--- src/rtl/fetch_unit_if.sv ---
// Instruction-memory fetch handshake between fetch_unit (master) and imem (slave).
interface fetch_unit_if;
    logic [63:0] addr;
    logic        req;
    logic [31:0] rdata;
    logic        valid;

    modport master (output addr, output req, input rdata, input valid);
    modport slave  (input addr, input req, output rdata, output valid);
endinterface

--- src/rtl/fetch_unit.sv ---
// PC / IR / status stage feeding the control unit: FETCH -> EXEC loop with PS-driven next PC.
// Optional macro FETCH_ALIGN_CHECK_EN adds a HALT state and the align_fault port for misaligned branches.
module fetch_unit #(
    parameter logic [63:0] RESET_PC = 64'h0
) (
    input  logic               clock,
    input  logic               reset,
    fetch_unit_if.master       imem,
    input  logic [1:0]         PS,
    input  logic [63:0]        K,
    input  logic [63:0]        A_bus,
    input  logic               SL,
    input  logic [3:0]         alu_status,
    output logic [31:0]        instruction,
    output logic               exec_valid,
    output logic [63:0]        pc,
    output logic [63:0]        pc_plus4,
    output logic [3:0]         status
`ifdef FETCH_ALIGN_CHECK_EN
    ,
    output logic               align_fault
`endif
);
    typedef enum logic [1:0] {
        S_FETCH = 2'd0,
        S_EXEC  = 2'd1,
        S_HALT  = 2'd2
    } state_t;

    state_t      state;
    logic [63:0] pc_next;

    // Next-PC candidate selected by PS; all arithmetic wraps modulo 2^64.
    always_comb begin
        pc_next = pc;
        case (PS)
            2'b01:   pc_next = pc + 64'd4;
            2'b10:   pc_next = A_bus;
            2'b11:   pc_next = pc + (K << 2);
            default: pc_next = pc;
        endcase
    end

`ifdef FETCH_ALIGN_CHECK_EN
    logic misaligned;
    assign misaligned = PS[1] && (pc_next[1:0] != 2'b00);
`endif

    always_ff @(posedge clock) begin
        if (reset) begin
            state       <= S_FETCH;
            pc          <= RESET_PC;
            instruction <= 32'h0;
            status      <= 4'h0;
`ifdef FETCH_ALIGN_CHECK_EN
            align_fault <= 1'b0;
`endif
        end else begin
            case (state)
                S_FETCH: begin
                    if (imem.valid) begin
                        instruction <= imem.rdata;
                        state       <= S_EXEC;
                    end
                end
                S_EXEC: begin
                    if (SL)
                        status <= alu_status;
                    // PS=00 keeps the instruction in EXEC for another pass.
                    if (PS != 2'b00) begin
`ifdef FETCH_ALIGN_CHECK_EN
                        if (misaligned) begin
                            state       <= S_HALT;
                            align_fault <= 1'b1;
                        end else begin
                            pc    <= pc_next;
                            state <= S_FETCH;
                        end
`else
                        pc    <= pc_next;
                        state <= S_FETCH;
`endif
                    end
                end
                default: state <= state;
            endcase
        end
    end

    // Strobes decoded from the state register, forced low while reset is held.
    assign imem.req   = ~reset & (state == S_FETCH);
    assign exec_valid = ~reset & (state == S_EXEC);
    assign imem.addr  = pc;
    assign pc_plus4   = pc + 64'd4;
endmodule

--- src/flat_wrapper.sv ---
// flat-port wrapper written by rule: the top's interface ports become plain ports
module fetch_unit_flat 
#(
    parameter logic [63:0] RESET_PC = 64'h0
)
  (clock, reset, PS, K, A_bus, SL, alu_status, instruction, exec_valid, pc, pc_plus4, status, imem_addr, imem_req, imem_rdata, imem_valid);
  fetch_unit_if imem_i ();
  input  logic clock;
  input  logic reset;
  input  logic [1:0] PS;
  input  logic [63:0] K;
  input  logic [63:0] A_bus;
  input  logic SL;
  input  logic [3:0] alu_status;
  output logic [31:0] instruction;
  output logic exec_valid;
  output logic [63:0] pc;
  output logic [63:0] pc_plus4;
  output logic [3:0] status;
  output wire logic [$bits(imem_i.addr)-1:0] imem_addr;
  output wire logic [$bits(imem_i.req)-1:0] imem_req;
  input wire logic [$bits(imem_i.rdata)-1:0] imem_rdata;
  input wire logic [$bits(imem_i.valid)-1:0] imem_valid;
  assign imem_addr = imem_i.addr;
  assign imem_req = imem_i.req;
  assign imem_i.rdata = imem_rdata;
  assign imem_i.valid = imem_valid;
  fetch_unit #(.RESET_PC(RESET_PC)) u_core (.clock(clock), .reset(reset), .imem(imem_i), .PS(PS), .K(K), .A_bus(A_bus), .SL(SL), .alu_status(alu_status), .instruction(instruction), .exec_valid(exec_valid), .pc(pc), .pc_plus4(pc_plus4), .status(status));
endmodule
--- config.mk ---
export PLATFORM = sky130hd
export DESIGN_NAME = fetch_unit_flat
export DESIGN_NICKNAME = d
export VERILOG_FILES = /design/src/rtl/fetch_unit_if.sv /design/src/rtl/fetch_unit.sv /design/src/flat_wrapper.sv
export SDC_FILE = /design/constraint.sdc
export NUM_CORES = 1
export LEC_CHECK = 0
export CORE_MARGIN = 1.5
export CORE_UTILIZATION = 35
export CTS_BUF_LIST = sky130_fd_sc_hd__clkbuf_16
export DETAILED_ROUTE_END_ITERATION = 10
export MAX_ROUTING_LAYER = met4
export PLACE_DENSITY = 0.76
export SLEW_MARGIN = 10
export SYNTH_ARGS = -nofsm -noshare
export SYNTH_HDL_FRONTEND = slang
export SYNTH_SLANG_ARGS = --single-unit
export TNS_END_PERCENT = 30
--- constraint.sdc ---
create_clock -name clock -period 3.4 [get_ports clock]
set_clock_uncertainty 0.05 [all_clocks]
set_input_delay 0.34 -clock clock [delete_from_list [all_inputs] [get_ports clock]]
set_output_delay 0.34 -clock clock [all_outputs]
set_load 0.005 [all_outputs]
==> impl_metrics.yaml, run 1 <==
final_layout:
  n_antenna_cell: 0
  drive_gt1_share_pct: 17.9
  fill_cells: 2832
  synthToLayoutAreaGrowth_pct: 56.0
  layout.nets: 2205
timing:
  holdWs_ps: 326
  relSlewSlack_pct: 25.0
  fin_crit_sh_pct: 100
  slew_viol_final: 0
  hold_viol_final: 0
  worst_slack_ps: -15.5
  rsz0062_at_grt: "yes"
  tightest_slew_ps: 1120
  max_freq_mhz: 293
  min_period_ps: 3420
  finalSetupViolCount: 1
power:
  clockPowerShare_pct: 25.0
  p_total_mw: 4.66
  p_sw_share_pct: 37.9
  ir_drop_v: 0.000218
  p_sw_mw: 1.76
  p_comb_share_pct: 45.7
  internal-power_mw: 2.89
  seq_power_share_pct: 29.3
  p_leak_nw: 7.22
  power_per_cell_area_nw_per_um2: 283
logic_synthesis:
  ys_ff_latch: 101
  async_flop_share_pct: 0
  yosysMostFrequentCell: "nand2_1"
  synthesis.nets: 1709
  synth_area_um2: 10500
  ys_top_cells_by_count: "nand2_1, a21oi_1, nor2_1, dfxtp_1, o21ai_0"
  synth_cell_types: 84
  synthTopCellsByArea: "dfxtp_1, a21oi_1, ha_1, nand2_1, xnor2_1"
  ys_warn_count: 0
  synth_flop_cell: "dfxtp_1"
  postSynthAreaPerCell_um2: 7.15
  synthCells: 1476
  ys_seq_area_share_pct: 19.2
  synth_edf_count: 0
  synth_largest_area_cell: "dfxtp_1"
  synth_top_area_share_pct: 19.2
clocking:
  cts_root_buffer: "clkbuf_16"
  cts_tree: "done"
  clock_latency_ps: 380
  clk_pin_slew_ps: 90
  htreeDepth: 3
  clock-sinks: 101
  cts_buffer_depth: 2
  cts_buffers: 9
die:
  design.core.area_um2: 29600
  num_rows: 63
  die_area_um2: 31200
  start_util_pct: 35.6
  die_h_um: 177
  die_x_um: 177
  io_pins: 400
placement:
  gp_congestion: 1.00
  port_buffers: 397
  dpl.hpwl_um: 39300
outcome:
  status: "complete, but fails checks"
  violations: "negative setup slack"
routing:
  drcViolationCount: 0
  vias_per_cell: 5.65
  initialDrtViolationCount: 1171
  drtAntennaViolNets: 0
  vias: 13364
  drt_pre_antenna_iters: 6
  wl_per_cell_um: 21.4
  wirelength_um: 50600
worst_setup_path:
  worst-setup-path-type: "in -> reg"
  end_kind: "flop"
  arrival_ps: 3690
  startpoint_type: "primary input"
  required_ps: 3670
  path_max_fanout: 4
min_path:
  hold_class: "in -> reg"
grt:
  grt_pass1_wl_um: 74900
  track_usage_pct: 32.1
  grt_max_degree: 82
  antenna_found_initial: 0
  overflow: 0
  grt_pass1_vias: 13041
flow_run:
  maxCapViolCount: 0
[critical path, cell delays in order]
cell and delay (ps):
clkdlybuf4s50_1 500, inv_1 70, fa_2 380, nand2b_4 150, a21o_1 200, a31oi_1 200
buf_4 170, o211ai_1 130, a2111o_1 500, a21oi_2 140, buf_4 150, o2111a_1 220
a21oi_1 100, or3_1 350, nand3b_1 80
[power groups by stage]
stage | combinational, mW | clock [mW] | sequential, mW
final | 2.13 | 1.17 | 1.36
after global placement | 2.05 | 0 | 1.38
after global routing | 2.28 | 1.21 | 1.38
after floorplan | 0.990 | 0 | 1.39
after CTS | 2.08 | 1.17 | 1.36
after detailed placement | 2.06 | 0 | 1.38
[registers in the layout, indices dropped and copies added, names as in the netlist]
register	cells
u_core.state	1
u_core.imem.addr	64
u_core.status	4
u_core.instruction	32
[cells by family (layout without fill, tap and decap cells)]
logic type,count (synthesis),after routing,share of synthesized area (%)
flip-flops,101,101,19.2
AND/OR/NAND/NOR,542,542,24.4
adder cells (fa/ha/maj),63,63,7.54
XOR/XNOR,100,100,8.48
buffers and inverters,172,673,10.3
AO/OA/AOI/OAI,477,477,28.0
multiplexers,21,21,2.08
[worst paths after layout]
path / start / endpoint / slack [ps] / depth (start not counted)
max: K[1] / u_core.imem.addr[60] / -20 / 15
max reg2reg: u_core.imem.addr[2] / u_core.imem.addr[60] / 0 / 15
min reg2reg: u_core.instruction[21] / u_core.instruction[21] / 410 / 2
min: reset / u_core.imem.addr[7] / 330 / 2
[routing by layer]
layer	global-route usage, %	up-vias	share of wire, %
met2	52.9	661	47
met3	3.73	118	7.2
met1	39.5	6320	41
met5	-	-	0
met4	13.5	0	3.8
li1	-	6265	-
[layout make-up]
type                       count  area [µm²]  area share, %
multi-input combinational   1203        7700           46.8
tap                          390         488           2.97
clock buffer                   9         225           1.37
inverter                      23        86.3          0.525
timing repair buffer         634        5810           35.3
clock inverter                 7        86.3          0.525
sequential                   101        2050           12.5
[repair_timing]
action | CTS | global route
setup buffers | 13 | 9
hold buffers | 0 | 0
pin swaps | 10 | 17
resized for setup | 41 | 53
setup endpoints to repair | 33 | 43
[cell usage in the layout, fill, tap and decap left out, types with 11 or more instances in the layout]
cell / synthesis / layout
a211oi_1: 17 / 16
a21o_1: 43 / 43
a21oi_1: 179 / 175
a31oi_1: 20 / 20
and2_1: 12 / 11
and3_1: 23 / 19
buf_4: 67 / 232
clkdlybuf4s50_1: 0 / 378
dfxtp_1: 101 / 83
dfxtp_2: 0 / 14
ha_1: 62 / 60
inv_1: 22 / 21
mux2i_1: 14 / 14
nand2_1: 206 / 206
nand2b_1: 14 / 13
nand3_1: 53 / 48
nand4_1: 28 / 28
nor2_1: 121 / 116
nor2b_1: 14 / 13
nor3_1: 22 / 21
o211ai_1: 15 / 15
o21a_1: 12 / 11
o21ai_0: 92 / 90
o21bai_1: 13 / 13
o22ai_1: 13 / 13
xnor2_1: 59 / 50
xor2_1: 40 / 39
[per-stage QoR]
step	area (µm²)	std cells	util [%]	setup slack (ps)	TNS [ps]
after floorplan	10500	1476	-	254	0
after global placement	15700	2329	52.9	-440	-5740
after detailed placement	15700	2329	52.9	-457	-6590
after CTS	16200	2358	54.6	-136	-406
after global routing	16500	2367	55.5	-161	-588
final	16500	2367	55.5	-15.5	-15.5
(Power assumes the default switching activity.)
==> run 2: changes to the inputs <==
--- a/config.mk
+++ b/config.mk
@@ -11,6 +11,7 @@
 export DETAILED_ROUTE_END_ITERATION = 10
 export MAX_ROUTING_LAYER = met4
 export PLACE_DENSITY = 0.76
+export RECOVER_POWER = 100
 export SLEW_MARGIN = 10
 export SYNTH_ARGS = -nofsm -noshare
 export SYNTH_HDL_FRONTEND = slang
==> constraint.sdc (replaced) <==
create_clock -name clock -period 3.4 [get_ports clock]
set_clock_uncertainty 0.05 [all_clocks]
set_input_delay 0.51 -clock clock [delete_from_list [all_inputs] [get_ports clock]]
set_output_delay 0.51 -clock clock [all_outputs]
set_load 0.005 [all_outputs]
==> run 2 against run 1 <==
  * The run still ends with negative setup slack left
  * Via count up 2.5%
  * Non-clock buffer count rose by 35
  * Clock power about the same
  * Critical endpoint is now pc_plus4[59]
==> impl_metrics.yaml, run 2 (synthesis results as in run 1) <==
final_layout:
  drive_gt1_share_pct: 20.7
  layout.cells.non_filler: 2403
  layout_commonest_cell: "clkdlybuf4s50_1"
  layout_common_cells: "clkdlybuf4s50_1, buf_4, nand2_1"
  largest_register_ffs: 64
  stdcell_area_um2: 17000
  synthToLayoutAreaGrowth_pct: 60.7
  layout.nets: 2240
  final_core_util_pct: 57.2
grt:
  antenna_found_initial: 1
  grt_pass1_wl_um: 75200
  overflow: 0
  grt_max_degree: 52
  track_usage_pct: 32.2
  grt_pass1_vias: 13168
routing:
  initialDrtViolationCount: 1088
  drt_pre_antenna_iters: 7
  wl_per_cell_um: 21.5
  vias_per_cell: 5.70
  vias: 13702
  drcViolationCount: 0
  drtAntennaViolNets: 0
  wirelength_um: 51600
outcome:
  status: "complete, but fails checks"
  violations: "negative setup slack"
timing:
  rsz0062_at_grt: "yes"
  fin_setup_tns_ps: -480
  fin_crit_sh_pct: 103
  max_freq_mhz: 286
  slew_viol_final: 0
  tightest_slew_ps: 1230
  hold_viol_final: 0
  min_period_ps: 3500
  holdWs_ps: 409
  relSlewSlack_pct: 17.7
  worst_slack_ps: -101
  finalSetupViolCount: 9
power:
  power_per_cell_area_nw_per_um2: 278
  ir_drop_v: 0.000221
  p_total_mw: 4.71
  p_leak_nw: 7.63
die:
  io_pins: 400
  die_area_um2: 31200
  die_x_um: 177
  num_rows: 63
  design.core.area_um2: 29600
  start_util_pct: 35.6
  die_h_um: 177
clocking:
  cts_root_buffer: "clkbuf_16"
  clk_pin_slew_ps: 90
  cts_tree: "done"
  clock-sinks: 101
  htreeDepth: 3
  clock_latency_ps: 380
  cts_buffers: 9
  hold_buffers: 0
  cts_buffer_depth: 2
placement:
  gp_congestion: 1.01
  dp.cells: 2366
  placed_area_um2: 15900
  pre_cts_slack_ps: -610
  dpl.hpwl_um: 39800
  port_buffers: 397
worst_setup_path:
  path_max_fanout: 7
  arrival_ps: 2940
  required_ps: 2840
  rr_worst_depth: 15
  ff2ff_setup_slack_ps: -40
  startpoint_type: "flop"
  timing.rr.end: "u_core.imem.addr[60]"
  worst-setup-path-type: "reg -> out"
  end_kind: "primary output"
  worstReg2RegStart: "u_core.imem.addr[2]"
min_path:
  min_to: "u_core.instruction[9]"
  min-delay-start: "u_core.instruction[9]"
  hold_depth: 2
  hold_class: "reg -> reg"
flow_run:
  maxCapViolCount: 0
run 2: area by class of cell:
type | count | area [µm²]
flip-flops and latches | 101 | 2040
multi-input cells | 1203 | 8010
fillers | 2777 | 12700
repair buffers | 669 | 6010
inverters | 23 | 86.3
well taps | 390 | 488
clock buffers | 9 | 225
diodes | 1 | 2.50
clock inverters | 7 | 86.3
run 2: layer usage:
metal | vias up | wire (µm) | GRT usage, %
met5 | - | 0 | -
met4 | 0 | 2540 | 14.6
met1 | 6490 | 20300 | 38.0
met3 | 146 | 3880 | 4.41
li1 | 6328 | - | -
met2 | 738 | 24800 | 54.5
run 2: critical path: stages, from the launching register on:
cell             delay (ps)
dfxtp_4                 400
and3_1                  220
and4_4                  300
nand4_1                 110
buf_4                   190
buf_4                   150
nor2_1                  120
buf_6                   170
nand3_1                 140
xnor2_2                 210
clkdlybuf4s50_1         540
run 2: power breakdown:
| part | switching (mW) | internal, mW |
|---|---|---|
| registers | 0.101 | 1.26 |
| clock network | 0.622 | 0.531 |
| logic | 1.07 | 1.12 |
run 2: how the worst max path moves through the flow:
stage	from	to	slack (ps)	cells after the start
finish	u_core.imem.addr[2]	pc_plus4[59]	-100	10
global route	u_core.imem.addr[2]	u_core.imem.addr[60]	-190	15
CTS	u_core.imem.addr[8]	pc_plus4[50]	-160	9
detailed placement	K[0]	u_core.imem.addr[60]	-610	16
global placement	K[0]	u_core.imem.addr[60]	-630	16
floorplan	K[17]	u_core.imem.addr[62]	180	12
run 2: repair_timing:
action / CTS / global route
buffers inserted: 10 / 10
gates resized for setup: 55 / 107
hold endpoints to repair: 0 / 0
pin swaps: 11 / 50
setup endpoints to repair: 50 / 63
cloned: 0 / 0
==> variant (flow settings as in run 1) <==
Re-encode `state_t` (3 states) as one-hot, 3 bits wide.
--- a/src/rtl/fetch_unit.sv
+++ b/src/rtl/fetch_unit.sv
@@ -23,6 +23,6 @@
 );
-    typedef enum logic [1:0] {
-        S_FETCH = 2'd0,
-        S_EXEC  = 2'd1,
-        S_HALT  = 2'd2
+    typedef enum logic [2:0] {
+        S_FETCH = 3'b001,
+        S_EXEC  = 3'b010,
+        S_HALT  = 3'b100
     } state_t;
Formal check against the unedited RTL: no difference found for any inputs over 4 cycles, from zero or initial values and one cycle with reset high; so few cycles prove little.
==> variant against run 1 <==
Sequential share of layout area increased by 0.38 points. Synthesized area decreased by 4.3%. Sequential cell count increased by 1. Die area decreased by 4.3%. Worst setup slack improved by 19 ps. Hold slack got worse by 72 ps. Cell count decreased by 4.0%. Power decreased by 13%. Routed wire length decreased by 7.0%. Final area decreased by 2.9%. Critical endpoint is now pc_plus4[36].
==> variant: results <==
set metrics [dict create \
    outcome "finished clean" \
    p_leak_nw 6.812 \
    dp_cells 2242 \
    path_max_fanout 6 \
    cts_made_buffers 9 \
    vias 12859 \
    yosys-top-cells-area "dfxtp_1, ha_1, a21oi_1" \
    htree_levels 3 \
    hpwl_um 36390 \
    cp.arrival_ps 3010 \
    wirelength_um 47020 \
    regToRegSetupSlack_ps 100 \
    path_clk_slew_ps 90 \
    fin_nets 2119 \
    gp_congestion 0.9966 \
    synth_common_cells "nand2_1, a21oi_1, dfxtp_1" \
    grt_max_degree 43 \
    synth_cells 1418 \
    synth_nets 1651 \
    ir_drop_uv 254.9 \
    grt_pass1_wl_um 71000 \
    crit_path_max_incr_delay_ps 560 \
    crit_family "simple AND/OR/NAND/NOR gates" \
    drive_gt1_frac 0.1719 \
    whs_endpoint "u_core.state[1]" \
    max-clock-path-buffers 2 \
    ys_warn_count 0 \
    met2_usage 0.4966 \
    grt_pass1_vias 12335 \
    synth_ff_type "dfxtp_1" \
    gr-usage-all-layers 0.3088 \
    grt_use_met3 0.03540 \
    drt_first_pass_iters 5 \
    hold_slack_ps 254.2 \
    syn-cell-area_mm2 0.01009 \
    grt_util_met1 0.3955 \
    nFillCells 2612 \
    slew_headroom 0.3783 \
    worstReg2RegStart "u_core.imem.addr[2]" \
    yosysUniqueCellTypes 72 \
    drt_iter0_markers 1218 \
    antenna_found_initial 3 \
    async_flop_share 0 \
    avgRoutedWirePerCell_um 20.69 \
    cpMaxStageDelayCell "or4_4" \
    seq_area_frac_synth 0.2024 \
]
-- variant: repair_timing --
action	in CTS	in global routing
setup endpoints to repair	47	57
resized for setup	37	48
hold buffers	0	0
pin swaps	10	15
buffers inserted	7	4
endpoints found under the hold margin	0	0
-- variant: power by group --
group / leakage, nW / switching [mW] / total (mW) / internal, mW
clock: 0.150 / 0.618 / 1.15 / 0.530
combinational: 5.83 / 0.764 / 1.58 / 0.820
sequential: 0.834 / 0.0713 / 1.33 / 1.26
-- variant: worst max-delay path by stage --
stage | startpoint | to | slack, ps | depth (start not counted)
5_1_grt | u_core.imem.addr[15] | pc_plus4[45] | -110 | 9
3_5_place_dp | K[1] | u_core.imem.addr[63] | -420 | 15
3_3_place_gp | K[0] | u_core.imem.addr[60] | -350 | 15
6_report | u_core.imem.addr[8] | pc_plus4[36] | 3 | 8
4_1_cts | u_core.imem.addr[3] | pc_plus4[42] | -90 | 10
2_1_floorplan | u_core.imem.addr[25] | u_core.imem.addr[63] | 210 | 11
-- variant: layout make-up --
cell class	count	share of cell area
Multi-Input combinational cell	1123	0.4598
Clock buffer	9	0.01410
Timing Repair Buffer	617	0.3543
Antenna cell	3	0.0004699
Inverter	33	0.007753
Sequential cell	102	0.1287
Clock inverter	7	0.005403
Tap cell	378	0.02960
-- variant: cell families after synthesis --
kind of cell               share of synthesized area
adders and majority gates                    0.07886
buffers and inverters                        0.09783
xor gates and xnor gates                     0.09709
muxes                                        0.01339
and+or+nand+nor                               0.2340
AOI/OAI and AO/OA                             0.2765
DFF                                           0.2024
-- variant: worst register-to-register path: stages (launching register included) --
cell and delay, ps:
dfxtp_2 350, buf_4 120, ha_2 180, inv_1 60, fa_2 340, nand2b_4 160
a21oi_4 150, o21a_1 200, o21bai_1 80, a211oi_1 220, buf_4 170, o31ai_1 90
o21a_2 250, o31a_1 250, or4b_1 480, nand3_1 90
-- variant: routing by layer --
metal  up-vias  share of wire
li1       5972              -
met1      6104           0.43
met2       676           0.47
met3       107          0.068
met4         0          0.035
met5         -              0
-- variant: through the flow --
stage	setup TNS (ps)	worst slack, ps	area (um2)
6_report	0	3.395	15980
2_1_floorplan	0	214.5	10090
4_1_cts	-104.4	-85.78	15750
5_1_grt	-401.3	-114.1	15980
3_3_place_gp	-4496	-350.8	15260
3_5_place_dp	-5751	-420.0	15260
